[src/rtl/coffee_pkg.sv]
// Shared definitions for the coffee vending datapath.
// Contents:
//   drink_t    drink selection encoding (matches the 3-bit coffee_type input)
//   state_t    dispense controller states
//   BREW_S_*   brew duration per drink, in seconds
//   PRICE_*    drink prices in coins, also used by the coin/price subtractor
//   brew_secs  maps a drink to its brew duration
package coffee_pkg;

    typedef enum logic [1:0] {
        ESPRESSO    = 2'd0,
        COFFEE_MILK = 2'd1,
        CAPUCCINO   = 2'd2,
        MOCACCINO   = 2'd3
    } drink_t;

    typedef enum logic [1:0] {
        IDLE,
        BREW,
        CHANGE,
        DONE
    } state_t;

    localparam logic [4:0] BREW_S_ESPRESSO    = 5'd10;
    localparam logic [4:0] BREW_S_COFFEE_MILK = 5'd15;
    localparam logic [4:0] BREW_S_CAPUCCINO   = 5'd20;
    localparam logic [4:0] BREW_S_MOCACCINO   = 5'd25;

    localparam logic [3:0] PRICE_ESPRESSO    = 4'd3;
    localparam logic [3:0] PRICE_COFFEE_MILK = 4'd4;
    localparam logic [3:0] PRICE_CAPUCCINO   = 4'd5;
    localparam logic [3:0] PRICE_MOCACCINO   = 4'd7;

    function automatic logic [4:0] brew_secs(input drink_t d);
        logic [4:0] s;
        case (d)
            ESPRESSO:    s = BREW_S_ESPRESSO;
            COFFEE_MILK: s = BREW_S_COFFEE_MILK;
            CAPUCCINO:   s = BREW_S_CAPUCCINO;
            default:     s = BREW_S_MOCACCINO;
        endcase
        return s;
    endfunction

endpackage

[src/rtl/brew_dispense_ctrl_if.sv]
// Coin hopper handshake between the dispense controller and the hopper.
// Signals:
//   coin_valid  controller -> hopper  request to eject one coin
//   coin_ready  hopper -> controller  hopper can take one coin this cycle
// A coin is paid on every cycle where both are high.
interface brew_dispense_ctrl_if;

    logic coin_valid;
    logic coin_ready;

    modport master (output coin_valid, input coin_ready);
    modport slave  (input coin_valid, output coin_ready);

endinterface

[src/rtl/brew_dispense_ctrl_sec_tick_gen.sv]
// One-second tick prescaler.
// Ports:
//   clk    in  system clock
//   rst_n  in  synchronous active-low reset
//   clr    in  synchronous clear of the prescaler
//   en     in  count enable
//   tick   out one-cycle pulse on the cycle the prescaler wraps
// Parameter TICK_DIV: clk cycles per tick (>= 1).
module sec_tick_gen #(
    parameter int unsigned TICK_DIV = 50_000_000
) (
    input  logic clk,
    input  logic rst_n,
    input  logic clr,
    input  logic en,
    output logic tick
);

    localparam int unsigned CW = (TICK_DIV > 1) ? $clog2(TICK_DIV) : 1;
    localparam logic [CW-1:0] LAST = CW'(TICK_DIV - 1);

    logic [CW-1:0] cnt_q;

    assign tick = en && (cnt_q == LAST);

    always_ff @(posedge clk) begin
        if (!rst_n || clr) begin
            cnt_q <= '0;
        end else if (en) begin
            cnt_q <= tick ? '0 : cnt_q + CW'(1);
        end
    end

endmodule

[src/rtl/brew_dispense_ctrl.sv]
// Brew dispense controller: accepts a paid brew request, times the brew in
// seconds, pays change to the coin hopper one coin per handshake, then
// signals completion. Also pulses coins_clr so the upstream accumulator
// clears its total.
// Ports:
//   clk, rst_n     system clock, synchronous active-low reset
//   brew_req       one-cycle brew button pulse
//   coffee_type    drink select (0..3 valid)
//   enable_timer   enough coins inserted for coffee_type
//   change         coins to return after the brew
//   coin           hopper handshake (master side: coin_valid out, coin_ready in)
//   coins_clr      one-cycle pulse on the first brew cycle
//   brewing        high while the brew timer runs
//   busy           high outside IDLE
//   sec_left       brew seconds remaining (0 outside BREW)
//   done           one-cycle pulse when the sale completes
// Optional feature, macro BREW_ABORT_EN: adds abort_req and total_coins;
// an abort during BREW refunds the full latched total_coins instead of change.
module brew_dispense_ctrl
    import coffee_pkg::*;
#(
    parameter int unsigned TICK_DIV = 50_000_000
) (
    input  logic                        clk,
    input  logic                        rst_n,
    input  logic                        brew_req,
    input  logic [2:0]                  coffee_type,
    input  logic                        enable_timer,
    input  logic [3:0]                  change,
`ifdef BREW_ABORT_EN
    input  logic                        abort_req,
    input  logic [3:0]                  total_coins,
`endif
    brew_dispense_ctrl_if.master        coin,
    output logic                        coins_clr,
    output logic                        brewing,
    output logic                        busy,
    output logic [4:0]                  sec_left,
    output logic                        done
);

    state_t     state_q, state_d;
    drink_t     type_q;
    logic [3:0] remain_q;
    logic [4:0] elapsed_q;
    logic       clr_q;
    logic       tick;
    logic       accept;
    logic       in_brew;
    logic       final_tick;
    logic       abort_hit;
    logic       handshake;
    logic [4:0] brew_len;

    assign accept    = (state_q == IDLE) && brew_req && enable_timer && (coffee_type <= 3'd3);
    assign in_brew   = (state_q == BREW);
    assign brew_len  = brew_secs(type_q);
    // Elapsed seconds are counted up; remaining time is derived from the
    // latched drink so the drink type itself is what stays latched.
    assign final_tick = tick && (elapsed_q == brew_len - 5'd1);
    assign handshake = coin.coin_valid && coin.coin_ready;
    assign coins_clr = clr_q;

`ifdef BREW_ABORT_EN
    logic [3:0] total_q;
    assign abort_hit = in_brew && abort_req;
`else
    assign abort_hit = 1'b0;
`endif

    sec_tick_gen #(
        .TICK_DIV(TICK_DIV)
    ) u_tick (
        .clk  (clk),
        .rst_n(rst_n),
        .clr  (!in_brew),
        .en   (in_brew),
        .tick (tick)
    );

    always_ff @(posedge clk) begin
        if (!rst_n) begin
            state_q <= IDLE;
        end else begin
            state_q <= state_d;
        end
    end

    always_comb begin
        state_d         = state_q;
        busy            = 1'b1;
        brewing         = 1'b0;
        done            = 1'b0;
        sec_left        = '0;
        coin.coin_valid = 1'b0;
        case (state_q)
            IDLE: begin
                busy = 1'b0;
                if (accept) state_d = BREW;
            end
            BREW: begin
                brewing  = 1'b1;
                sec_left = brew_len - elapsed_q;
`ifdef BREW_ABORT_EN
                // Abort takes priority over a coincident final tick.
                if (abort_hit) begin
                    state_d = (total_q != 4'd0) ? CHANGE : DONE;
                end else
`endif
                if (final_tick) begin
                    state_d = (remain_q != 4'd0) ? CHANGE : DONE;
                end
            end
            CHANGE: begin
                coin.coin_valid = (remain_q != 4'd0);
                if (handshake && remain_q == 4'd1) state_d = DONE;
            end
            DONE: begin
                done    = 1'b1;
                state_d = IDLE;
            end
            default: state_d = IDLE;
        endcase
    end

    always_ff @(posedge clk) begin
        if (!rst_n) begin
            type_q    <= ESPRESSO;
            remain_q  <= '0;
            elapsed_q <= '0;
            clr_q     <= 1'b0;
`ifdef BREW_ABORT_EN
            total_q   <= '0;
`endif
        end else begin
            clr_q <= accept;
            if (accept) begin
                type_q    <= drink_t'(coffee_type[1:0]);
                remain_q  <= change;
                elapsed_q <= '0;
`ifdef BREW_ABORT_EN
                total_q   <= total_coins;
`endif
            end else if (in_brew) begin
`ifdef BREW_ABORT_EN
                if (abort_hit) begin
                    remain_q <= total_q;
                end else
`endif
                if (tick) begin
                    elapsed_q <= elapsed_q + 5'd1;
                end
            end else if (handshake) begin
                remain_q <= remain_q - 4'd1;
            end
        end
    end

endmodule

[src/flat_wrapper.sv]
// flat-port wrapper written by rule: the top's interface ports become plain ports
module brew_dispense_ctrl_flat import coffee_pkg::*;
#(
    parameter int unsigned TICK_DIV = 50_000_000
)
  (clk, rst_n, brew_req, coffee_type, enable_timer, change, coins_clr, brewing, busy, sec_left, done, coin_coin_valid, coin_coin_ready);
  brew_dispense_ctrl_if coin_i ();
  input  logic clk;
  input  logic rst_n;
  input  logic brew_req;
  input  logic [2:0] coffee_type;
  input  logic enable_timer;
  input  logic [3:0] change;
  output logic coins_clr;
  output logic brewing;
  output logic busy;
  output logic [4:0] sec_left;
  output logic done;
  output wire logic [$bits(coin_i.coin_valid)-1:0] coin_coin_valid;
  input wire logic [$bits(coin_i.coin_ready)-1:0] coin_coin_ready;
  assign coin_coin_valid = coin_i.coin_valid;
  assign coin_i.coin_ready = coin_coin_ready;
  brew_dispense_ctrl #(.TICK_DIV(TICK_DIV)) u_core (.clk(clk), .rst_n(rst_n), .brew_req(brew_req), .coffee_type(coffee_type), .enable_timer(enable_timer), .change(change), .coin(coin_i), .coins_clr(coins_clr), .brewing(brewing), .busy(busy), .sec_left(sec_left), .done(done));
endmodule
[config.mk]
export PLATFORM = sky130hd
export DESIGN_NAME = brew_dispense_ctrl_flat
export DESIGN_NICKNAME = d
export VERILOG_FILES = /design/src/rtl/coffee_pkg.sv /design/src/rtl/brew_dispense_ctrl_if.sv /design/src/rtl/brew_dispense_ctrl_sec_tick_gen.sv /design/src/rtl/brew_dispense_ctrl.sv /design/src/flat_wrapper.sv
export SDC_FILE = /design/constraint.sdc
export NUM_CORES = 1
export LEC_CHECK = 0
export BUFFER_PORTS_ARGS = -buffer_cell sky130_fd_sc_hd__buf_2
export CAP_MARGIN = 5
export CORE_ASPECT_RATIO = 0.6
export CORE_UTILIZATION = 47
export CTS_BUF_LIST = sky130_fd_sc_hd__clkbuf_16
export DETAILED_ROUTE_END_ITERATION = 10
export PLACE_DENSITY_LB_ADDON = 0.12
export SYNTH_ARGS = -nofsm -noshare
export SYNTH_HDL_FRONTEND = slang
export SYNTH_SLANG_ARGS = --single-unit
[constraint.sdc]
create_clock -name clk -period 2.5 [get_ports clk]
set_input_delay 0.375 -clock clk [delete_from_list [all_inputs] [get_ports clk]]
set_output_delay 0.375 -clock clk [all_outputs]
set_load 0.1 [all_outputs]
**After elaboration in Yosys (flattened, before gate mapping)**

Cells that the tools add are included.

- Register bits: 40

- Add/subtract/negate cells: 5
- Order comparisons: 1
- Equal/unequal tests: 12
- Mux-type cells: 15
- Bitwise operators: 1
- Reduce and logical (&&, ||, !) cells: 18

Operators with widths:

| operator | count |
|---|---|
| 26-bit by 1-bit adder with 26-bit output, second input constant | 1 |
| 26-bit equality test, second input constant | 1 |
| 26-bit two-way mux | 1 |
| 5-bit one-hot mux with 3 select lines | 1 |
| 4-bit two-way mux | 3 |
| 2-bit one-hot mux with 4 select lines | 1 |
| 1-bit logical AND | 7 |
| 2-bit equality test, second input constant | 3 |
| 2-bit two-way mux | 3 |
| 2-bit by 1-bit != test with 1-bit output, second input constant | 3 |
| 5-bit by 1-bit adder with 5-bit output, second input constant | 1 |
| 5-bit equality test | 1 |
| 1-bit two-way mux | 5 |
| 5-bit two-way mux | 1 |
| 5-bit by 1-bit subtractor with 5-bit output, second input constant | 1 |
| 5-bit subtractor | 1 |
| 2-bit by 1-bit equality test with 1-bit output, second input constant | 2 |
| 4-bit by 1-bit equality test with 1-bit output, second input constant | 1 |
| 2-bit zero test | 2 |
| 2-bit AND reduction | 2 |
| 4-bit nonzero test | 1 |
| 4-bit by 1-bit subtractor with 4-bit output, second input constant | 1 |
| 3-bit by 2-bit less-or-equal comparator with 1-bit output, second input constant | 1 |
| 3-bit AND reduction | 1 |
| 6 further kinds | 7 |

**Depth between registers and ports, before layout**

Gate-level depths: netlist (run 1).

- Depth in word-level cells: 7
- Gate-level depth with buffers: 9

**Hierarchy**

A second synthesis (run 1) with hierarchy kept.

- Cell total of the unflattened synthesis: 298
- Area, all modules: 2507.4 µm²

By module, submodules not included:

| module | instances | cells an instance | area each (µm²) | seq. area each (µm²) |
|---|---|---|---|---|
| sec_tick_gen | 1 | 160 | 1336.3 | 520.5 |
| brew_dispense_ctrl | 1 | 138 | 1171.1 | 280.3 |

**Worst setup path after synthesis (run 1)**

Ideal clock, no wire load.

- Path kind: register to output
- Start: register u_core.state_q[1]
- End: output sec_left[0]
- Arrival time: 2.930 ns
- Data required time: 2.125 ns
- Slack: -0.805 ns
- Stages on the path, launching flop included: 5
- Path through: dfxtp_1 -> inv_1 -> ha_1 -> inv_1 -> nor2_1

- Longest elaborated chain between the ends: 2

Ends and longest elaborated chain:

| item | line | source |
|---|---|---|
| start, declared | brew_dispense_ctrl.sv:42 | `state_t state_q, state_d;` |
| start signal, assigned | brew_dispense_ctrl.sv:85 | `state_q <= state_d;` |
| 2-bit by 1-bit equality test with 1-bit output | brew_dispense_ctrl.sv:96 | `case (state_q)` |
| 5-bit two-way mux | brew_dispense_ctrl.sv:96 |  |
| end, declared | flat_wrapper.sv:17 | `output logic [4:0] sec_left;` |

Every way passes these cells.

**Worst setup path after layout (run 1)**

- Start: register u_core.type_q[1]
- End: output sec_left[4]

- Longest elaborated chain between the ends: 4
- Elaborated cells between the ends (all ways): 6

Ends and longest elaborated chain:

| item | line | source |
|---|---|---|
| start, declared | brew_dispense_ctrl.sv:43 | `drink_t type_q;` |
| start signal, assigned | brew_dispense_ctrl.sv:138 | `type_q <= drink_t'(coffee_type[1:0]);` |
| 2-bit equality test, or another cell as far along | coffee_pkg.sv:36 | `case (d)` |
| 5-bit one-hot mux with 3 select lines (*) | coffee_pkg.sv:36 |  |
| 5-bit subtractor (*) | brew_dispense_ctrl.sv:103 | `sec_left = brew_len - elapsed_q;` |
| 5-bit two-way mux (*) | brew_dispense_ctrl.sv:96 |  |

Every way passes the cells marked *; elsewhere a longest branch is shown, timed or not.

==> flow_metrics.tcl, run 1 <==
set metrics [dict create \
    end_kind "output port" \
    cap_violations 0 \
    vias 1920 \
    dpl.hpwl_microns 3730 \
    clock-sinks 40 \
    fmax_mhz 413 \
    first_global_vias 1707 \
    cts_buffer_depth 2 \
    grt.total_usage_pct 20.2 \
    critPathMaxFanout 3 \
    cts_hold_buf 0 \
    numCtsBuffers 5 \
    status "complete, no violations" \
    min_to "u_core.type_q[0]" \
    synthAdderAreaFrac_pct 11.5 \
    final_util_pct 63.2 \
    nFillCells 398 \
    max-slew-margin-rel_pct 67.0 \
    num_rows 19 \
    setup_tns_ns 0 \
    postSynthCellCount 277 \
    tightest_slew_ns 0.494 \
    synth-xor-area-share_pct 12.3 \
    worst_r2r_endpoint "u_core.state_q[1]" \
    postRouteAntennaNets 0 \
    vias_per_cell 5.08 \
    worstPathRequired_ns 2.12 \
    fp.dieH_microns 56.8 \
    wl_microns 4960 \
    fp.dieArea_sq_um 5310 \
    grt_max_degree 27 \
    synth-simple-area-share_pct 29.5 \
    grt_overflow 0 \
    drive_gt1_share_pct 23.2 \
    final_common_cell "dfxtp_1" \
    routedWlPerCell_microns 13.1 \
    fin_crit_sh_pct 96.8 \
    synth_enable_flop_cells 0 \
    hold_depth 3 \
    drt_iter0_markers 130 \
    core_sq_um 4680 \
    ir_worst_vdd_v 0.000537 \
    ys_ff_latch 40 \
    antenna_found_initial 0 \
    r2r_cells 7 \
    cts_root_buf "clkbuf_16" \
    stdcell_count 378 \
    clk_pin_slew_ns 0.06 \
    area_growth_syn_to_layout_pct 25.5 \
    synth_mux_area_share_pct 1.33 \
    start_kind "flip-flop" \
    finClkSkew_ns 0.00461 \
    synth_compound_area_share_pct 7.49 \
    hold_start "coffee_type[0]" \
    r2r_setup_slack_ns 0.25 \
    routabilityCongestion 0.742 \
    initial_core_util_pct 50.3 \
    hp-class "in2reg" \
    syn_avg_cell_area_sq_um 8.51 \
    drt-pass1-iter-count 4 \
    worstPathArrival_ns 2.04 \
    io_pins 22 \
    die_x_microns 93.4 \
    async_reset_ff_share_pct 0 \
    powerDensity_nw_per_um2 716 \
    port_buffers 21 \
    hold_ws_ns 0.330 \
    timing.rr.start "u_core.remain_q[0]" \
    tritoncts "built" \
    ys.flop_type "dfxtp_1" \
    insertion_delay_ns 0.28 \
    cts-htree-levels 2 \
    syn_area_sq_um 2360 \
    drc 0 \
    final_hold_viol_count 0 \
    ys_seq_area_share_pct 34.0 \
    setup_viol 0 \
    final_cell_mix "dfxtp_1, nor2_1, nand2_1" \
    nets 347 \
    ys_types 50 \
    slew_violations 0 \
    p_leak_nw 1.13 \
    rsz0062_at_grt "true" \
    synthesis.nets 310 \
    synth_top_family_by_area "simple AND/OR/NAND/NOR gates" \
    fin_crit_ns 2.42 \
    grt_pass1_wl_microns 8240 \
    insertedDiodeCount 0 \
    dp_cells 369 \
    setup.worst_path.class "reg2out" \
    yosysWarnings 0 \
]
==> cells in the mapped netlist, types with 2 or more instances <==
cell      number  area share [%]
dfxtp_1       40              34
xnor2_1        9             3.3
ha_1          20              11
nand2_1       27             4.3
o21ai_0        8             1.7
a21boi_0       3            0.96
a21o_1         2            0.64
nor2b_1        2            0.53
and3_1         3            0.80
buf_2          2            0.42
a21oi_1        6             1.3
o21a_1         2            0.64
or3_1          3            0.80
nor2_1        42             6.7
nand4b_1       2            0.74
nand3_1       16             3.4
xor2_1        24             8.9
and4_2         2            0.85
nor4_1         2            0.53
and2_1         2            0.53
clkbuf_1       2            0.32
mux2i_1        2            0.85
nand4_1       11             2.9
nand3b_1       2            0.64
inv_1         18             2.9
==> registers in the layout, summed over array words and instances, names as in the netlist <==
name	flops
u_core.remain_q	4
u_core.coins_clr	1
u_core.elapsed_q	5
u_core.state_q	2
u_core.u_tick.cnt_q	26
u_core.type_q	2
==> timing repair <==
item,4_1_cts,5_1_grt
pin swaps,3,3
buffers inserted,1,0
gates resized for setup,9,6
endpoints found under the setup margin,2,2
==> where the power goes <==
group / total, mW / switching, mW / internal, mW
registers: 0.692 / 0.0255 / 0.666
logic: 0.709 / 0.472 / 0.237
clock network: 0.719 / 0.253 / 0.465
==> critical path, cell delays in order (launching register included) <==
cell	delay (ns)
dfxtp_2	0.32
inv_2	0.08
ha_2	0.19
nor2_4	0.04
fa_1	0.41
inv_1	0.07
a21o_1	0.12
a21oi_2	0.07
xnor2_2	0.15
nor2_4	0.11
buf_12	0.18
==> layer usage <==
metal | vias up | part of all wire, % | track usage (%)
met4 | 0 | 0.81 | 5.93
met5 | - | 0 | 0
met3 | 5 | 4.5 | 4.88
met1 | 859 | 57 | 31.8
li1 | 1016 | - | -
met2 | 40 | 38 | 26.2
==> worst max-delay path by stage <==
stage	from	endpoint	cells past startpoint
after floorplan	u_core.remain_q[0]	coin_coin_valid	4
after global placement	u_core.type_q[0]	sec_left[3]	10
after detailed placement	u_core.type_q[0]	sec_left[3]	10
after CTS	u_core.type_q[0]	sec_left[4]	10
after global routing	u_core.type_q[1]	sec_left[4]	10
final	u_core.type_q[1]	sec_left[4]	10
==> cell families (layout without fill, tap and decap cells) <==
family	count (synthesis)	in the layout
compound gates	27	27
xor+xnor	33	33
fa+ha+maj	21	21
buf+inv	23	61
flops	40	40
mux	3	3
simple gates	130	130
==> area by class of cell <==
cell class	instances	area [sq um]	area share, %
Tap cell	63	78.8	2.66
Sequential cell	40	806	27.2
Multi-Input combinational cell	214	1570	52.9
Clock inverter	3	38.8	1.31
Timing Repair Buffer	35	270	9.14
Inverter	18	73.8	2.50
Clock buffer	5	125	4.23
==> stage by stage <==
step	worst slack, ns	total power [mW]	instance area, sq um
6_report	0.0806	2.12	2960
5_1_grt	-0.0222	2.22	2960
4_1_cts	0.00488	2.11	2920
3_5_place_dp	0.0813	1.39	2720
3_3_place_gp	0.125	1.38	2720
2_1_floorplan	0.0139	1.22	2400
(Power assumes the default switching activity.)
==> run 2: changes to the inputs <==
--- a/config.mk
+++ b/config.mk
@@ -12,6 +12,7 @@
 export CTS_BUF_LIST = sky130_fd_sc_hd__clkbuf_16
 export DETAILED_ROUTE_END_ITERATION = 10
 export PLACE_DENSITY_LB_ADDON = 0.12
+export RECOVER_POWER = 50
 export SYNTH_ARGS = -nofsm -noshare
 export SYNTH_HDL_FRONTEND = slang
 export SYNTH_SLANG_ARGS = --single-unit
==> flow_metrics.tcl, run 2 (synthesis results as in run 1) <==
set metrics [dict create \
    slew_violations 0 \
    vias_per_cell 5.15 \
    seq_area_sq_um 806 \
    vias 1946 \
    status "complete, no violations" \
    antenna_found_initial 0 \
    clk_pin_slew_ns 0.06 \
    final_util_pct 62.8 \
    powerDensity_nw_per_um2 717 \
    drt-pass1-iter-count 4 \
    tritoncts "built" \
    cp_common_cell "nor2_4" \
    r2r_cells 9 \
    clock-sinks 40 \
    final_common_cell "dfxtp_1" \
    multi_input_area_sq_um 1570 \
    port_buffers 21 \
    largest_register_ffs 26 \
    start_kind "flip-flop" \
    max_flop_register "u_core.u_tick.cnt_q" \
    drc 0 \
    slowest_delay_ns 0.41 \
    slowest_stage "fa_1" \
    tightest_slew_ns 1.16 \
    setup.worst_path.class "reg2out" \
    fmax_mhz 413 \
    fp.dieArea_sq_um 5310 \
    r2r_setup_slack_ns 0.17 \
    fin_crit_sh_pct 96.7 \
    reg.largest.list "u_core.u_tick.cnt_q (26), u_core.elapsed_q (5), u_core.remain_q (4)" \
    wl_microns 4950 \
    routabilityCongestion 0.742 \
    numCtsBuffers 5 \
    insertedDiodeCount 0 \
    insertion_delay_ns 0.28 \
    cap_violations 0 \
    final_cell_mix "dfxtp_1, nor2_1, nand2_1" \
    drive_gt1_share_pct 21.0 \
    critical_path.top_delay_family "adder cells" \
    area_growth_syn_to_layout_pct 24.7 \
    cts_buffer_depth 2 \
    worstPathArrival_ns 2.04 \
    die_x_microns 93.4 \
    cts-htree-levels 2 \
    max-slew-margin-rel_pct 23.2 \
    grt.total_usage_pct 20.2 \
    routedWlPerCell_microns 13.1 \
    dpl.hpwl_microns 3730 \
    worstPathRequired_ns 2.12 \
    ir_worst_vdd_v 0.000532 \
    crit_chain "inv_2, ha_2, nor2_4, fa_1, inv_1, a21o_1, a21oi_2, xnor2_2, nor2_4, buf_12" \
    nets 347 \
    cts_root_buf "clkbuf_16" \
    cp.depth 10 \
    grt_max_degree 27 \
    power_mw 2.11 \
    fin_crit_ns 2.42 \
    path_buf_inv 3 \
    grt_overflow 0 \
    postRouteAntennaNets 0 \
    setup_viol 0 \
    hp-class "in2reg" \
    fp.dieH_microns 56.8 \
    finClkSkew_ns 0.00396 \
    hold_depth 3 \
    p_leak_nw 1.10 \
    io_pins 22 \
    end_kind "output port" \
    num_rows 19 \
    drt_iter0_markers 109 \
    critPathMaxFanout 3 \
    initial_core_util_pct 50.3 \
    rsz0062_at_grt "true" \
    core_sq_um 4680 \
    final_hold_viol_count 0 \
    nFillCells 406 \
    grt_pass1_wl_microns 8240 \
    first_global_vias 1707 \
]
-- run 2: path summary, 6_finish.rpt --
kind / endpoint / start
max: sec_left[4] / u_core.type_q[1]
min: u_core.type_q[0] / coffee_type[0]
max reg2reg: u_core.u_tick.cnt_q[12] / u_core.state_q[0]
min reg2reg: u_core.u_tick.cnt_q[0] / u_core.u_tick.cnt_q[0]
-- run 2: per-layer routing --
layer | global-route usage [%] | vias up | share of wire [%]
met1 | 31.8 | 861 | 55
met3 | 4.88 | 5 | 6.3
met5 | 0 | - | 0
li1 | - | 1019 | -
met2 | 26.2 | 61 | 38
met4 | 5.93 | 0 | 0.81
-- run 2: what timing repair did --
action / in CTS / in global routing
gates resized for setup: 9 / 6
hold buffers: 0 / 0
setup endpoints to repair: 2 / 2
pin swaps: 3 / 3
setup buffers: 1 / 0
-- run 2: worst min-delay path, delay by kind of cell --
family | cells | cell delay (ns)
buf+inv | 1 | 0.09
simple gates | 1 | 0.04
compound gates | 1 | 0.06
-- run 2: power breakdown --
part	internal [mW]	switching, mW	total [mW]
clock	0.465	0.251	0.716
combinational	0.227	0.472	0.699
sequential	0.666	0.0254	0.691
total	1.36	0.749	2.11
-- run 2: layout make-up --
| class | instances | area share, % |
|---|---|---|
| clock buffer | 5 | 4.26 |
| clock inverter | 3 | 1.32 |
| inverter | 18 | 2.51 |
| multi-input combinational | 214 | 53.3 |
| sequential | 40 | 27.4 |
| tap | 63 | 2.68 |
| timing repair buffer | 35 | 8.56 |
-- run 2: per-stage QoR --
stage / setup WS (ns) / hold WS (ns) / cell area [sq um] / std cells / TNS [ns]
after global placement: 0.125 / 0.441 / 2720 / 369 / 0
after detailed placement: 0.0813 / 0.461 / 2720 / 369 / 0
after floorplan: 0.0139 / 0.430 / 2400 / 277 / 0
final: 0.0814 / 0.328 / 2940 / 378 / 0
after global routing: -0.0222 / 0.361 / 2940 / 378 / -0.0367
after CTS: 0.00488 / 0.334 / 2920 / 378 / 0
==> run 3: changes to the inputs <==
--- a/config.mk
+++ b/config.mk
@@ -8,7 +8,7 @@
 export BUFFER_PORTS_ARGS = -buffer_cell sky130_fd_sc_hd__buf_2
 export CAP_MARGIN = 5
 export CORE_ASPECT_RATIO = 0.6
-export CORE_UTILIZATION = 47
+export CORE_UTILIZATION = 52
 export CTS_BUF_LIST = sky130_fd_sc_hd__clkbuf_16
 export DETAILED_ROUTE_END_ITERATION = 10
 export PLACE_DENSITY_LB_ADDON = 0.12
==> flow_metrics.tcl, run 3 (synthesis results as in run 1) <==
set metrics [dict create \
    fin_crit_sh_pct 97.8 \
    grt_max_degree 27 \
    cts_buffer_depth 2 \
    max_flop_register "u_core.u_tick.cnt_q" \
    slowest_stage "dfxtp_4" \
    worst_r2r_endpoint "u_core.u_tick.cnt_q[19]" \
    cp_common_cell "nor2_4" \
    fmax_mhz 409 \
    cts_root_buf "clkbuf_16" \
    r2r_setup_slack_ns 0.19 \
    setup_viol 0 \
    start_kind "flip-flop" \
    vias 2008 \
    critical_path.top_delay_family "adder cells" \
    port_buffers 21 \
    setup.worst_path.class "reg2out" \
    finClkSkew_ns 0.00359 \
    setup_tns_ns 0 \
    num_rows 18 \
    area_growth_syn_to_layout_pct 24.0 \
    routabilityCongestion 0.797 \
    end_kind "output port" \
    first_global_vias 1665 \
    fp.dieArea_sq_um 4810 \
    min_to "u_core.type_q[0]" \
    final_cell_mix "dfxtp_1, nor2_1, nand2_1" \
    insertion_delay_ns 0.29 \
    grt.total_usage_pct 23.3 \
    power_mw 2.00 \
    initial_core_util_pct 55.6 \
    cts_hold_buf 0 \
    drt-pass1-iter-count 4 \
    hp-class "in2reg" \
    clock-sinks 40 \
    critPathMaxFanout 4 \
    slowest_delay_ns 0.37 \
    drive_gt1_share_pct 22.5 \
    worstPathRequired_ns 2.12 \
    max-slew-margin-rel_pct 22.4 \
    final.setup.worst_slack_ns 0.0540 \
    stdcell_area_sq_um 2920 \
    io_pins 22 \
    stdcell_count 376 \
    routedWlPerCell_microns 13.6 \
    dp_cells 366 \
    tritoncts "built" \
    cap_violations 0 \
    ir_worst_vdd_v 0.000412 \
    r2r_cells 9 \
    pre_cts_slack_ns 0.0736 \
    status "complete, no violations" \
    timing.rr.start "u_core.state_q[1]" \
    cts-htree-levels 2 \
    die_x_microns 88.9 \
    hold_start "coffee_type[0]" \
    largest_register_ffs 26 \
    p_leak_nw 1.09 \
    insertedDiodeCount 0 \
    powerDensity_nw_per_um2 684 \
    nets 348 \
    dpl_cell_area_sq_um 2720 \
    grt_pass1_wl_microns 8050 \
    hold_depth 3 \
    tightest_slew_ns 1.17 \
    dpl.hpwl_microns 3550 \
    final_common_cell "dfxtp_1" \
    drt_iter0_markers 115 \
    worstPathArrival_ns 2.07 \
    postRouteAntennaNets 0 \
    numCtsBuffers 5 \
    crit_chain "inv_6, ha_4, nor2_4, fa_2, inv_2, a21o_1, a21oi_1, xnor2_1, nor2_4, buf_12" \
    slew_violations 0 \
    fp.dieH_microns 54.1 \
    wl_microns 5100 \
    path_buf_inv 3 \
    reg.largest.list "u_core.u_tick.cnt_q (26), u_core.elapsed_q (5), u_core.remain_q (4)" \
    grt_overflow 0 \
    antenna_found_initial 0 \
    fin_crit_ns 2.45 \
    core_sq_um 4230 \
    clk_pin_slew_ns 0.06 \
    vias_per_cell 5.34 \
    final_hold_viol_count 0 \
    rsz0062_at_grt "false" \
    drc 0 \
]
-- run 3: cell count changes in the layout (fill, tap and decap cells not counted), sizes merged --
cell    delta
buf        -3
clkbuf     +4
bufinv     -1
clkinv     +2
inv        -1
-- run 3: power by group --
group | switching (mW) | total (mW) | internal, mW
clock network | 0.257 | 0.620 | 0.363
logic | 0.470 | 0.687 | 0.217
registers | 0.0239 | 0.689 | 0.666
-- run 3: worst max-delay path by stage --
stage	slack, ns	start	cells after the start	to
after CTS	0.02	u_core.type_q[0]	10	sec_left[3]
after global placement	0.13	u_core.type_q[0]	10	sec_left[3]
after global routing	0.008	u_core.type_q[0]	10	sec_left[4]
after floorplan	0.01	u_core.remain_q[0]	4	coin_coin_valid
final	0.05	u_core.type_q[0]	10	sec_left[4]
after detailed placement	0.07	u_core.type_q[0]	10	sec_left[3]
-- run 3: layout make-up --
type	instances	area, sq um
sequential	40	808
clock inverter	3	13.8
inverter	18	78.8
tap	60	75.1
clock buffer	5	125
timing repair buffer	36	238
multi-input combinational	214	1580
fill	352	1310
-- run 3: per-layer routing --
layer / vias to the layer above / wire, microns / track usage [%]
met5: - / 0 / 0
met4: 0 / 64 / 6.99
met3: 8 / 294 / 8.28
met2: 55 / 2020 / 30.1
met1: 923 / 2720 / 34.8
li1: 1022 / - / -
-- run 3: worst min-delay path: stages --
cell and delay, ns:
buf_2 0.09, nand2_1 0.04, a21boi_0 0.06
-- run 3: timing repair --
item,CTS,global route
endpoints found under the setup margin,2,2
pin swaps,5,5
setup buffers,2,0
resized for setup,14,9
-- run 3: stage by stage --
| stage | utilization, % | hold slack, ns |
|---|---|---|
| after global routing | 69.0 | 0.328 |
| after detailed placement | 64.2 | 0.451 |
| after global placement | 64.2 | 0.443 |
| after CTS | 69.0 | 0.326 |
| final | 69.0 | 0.320 |
| after floorplan | - | 0.430 |
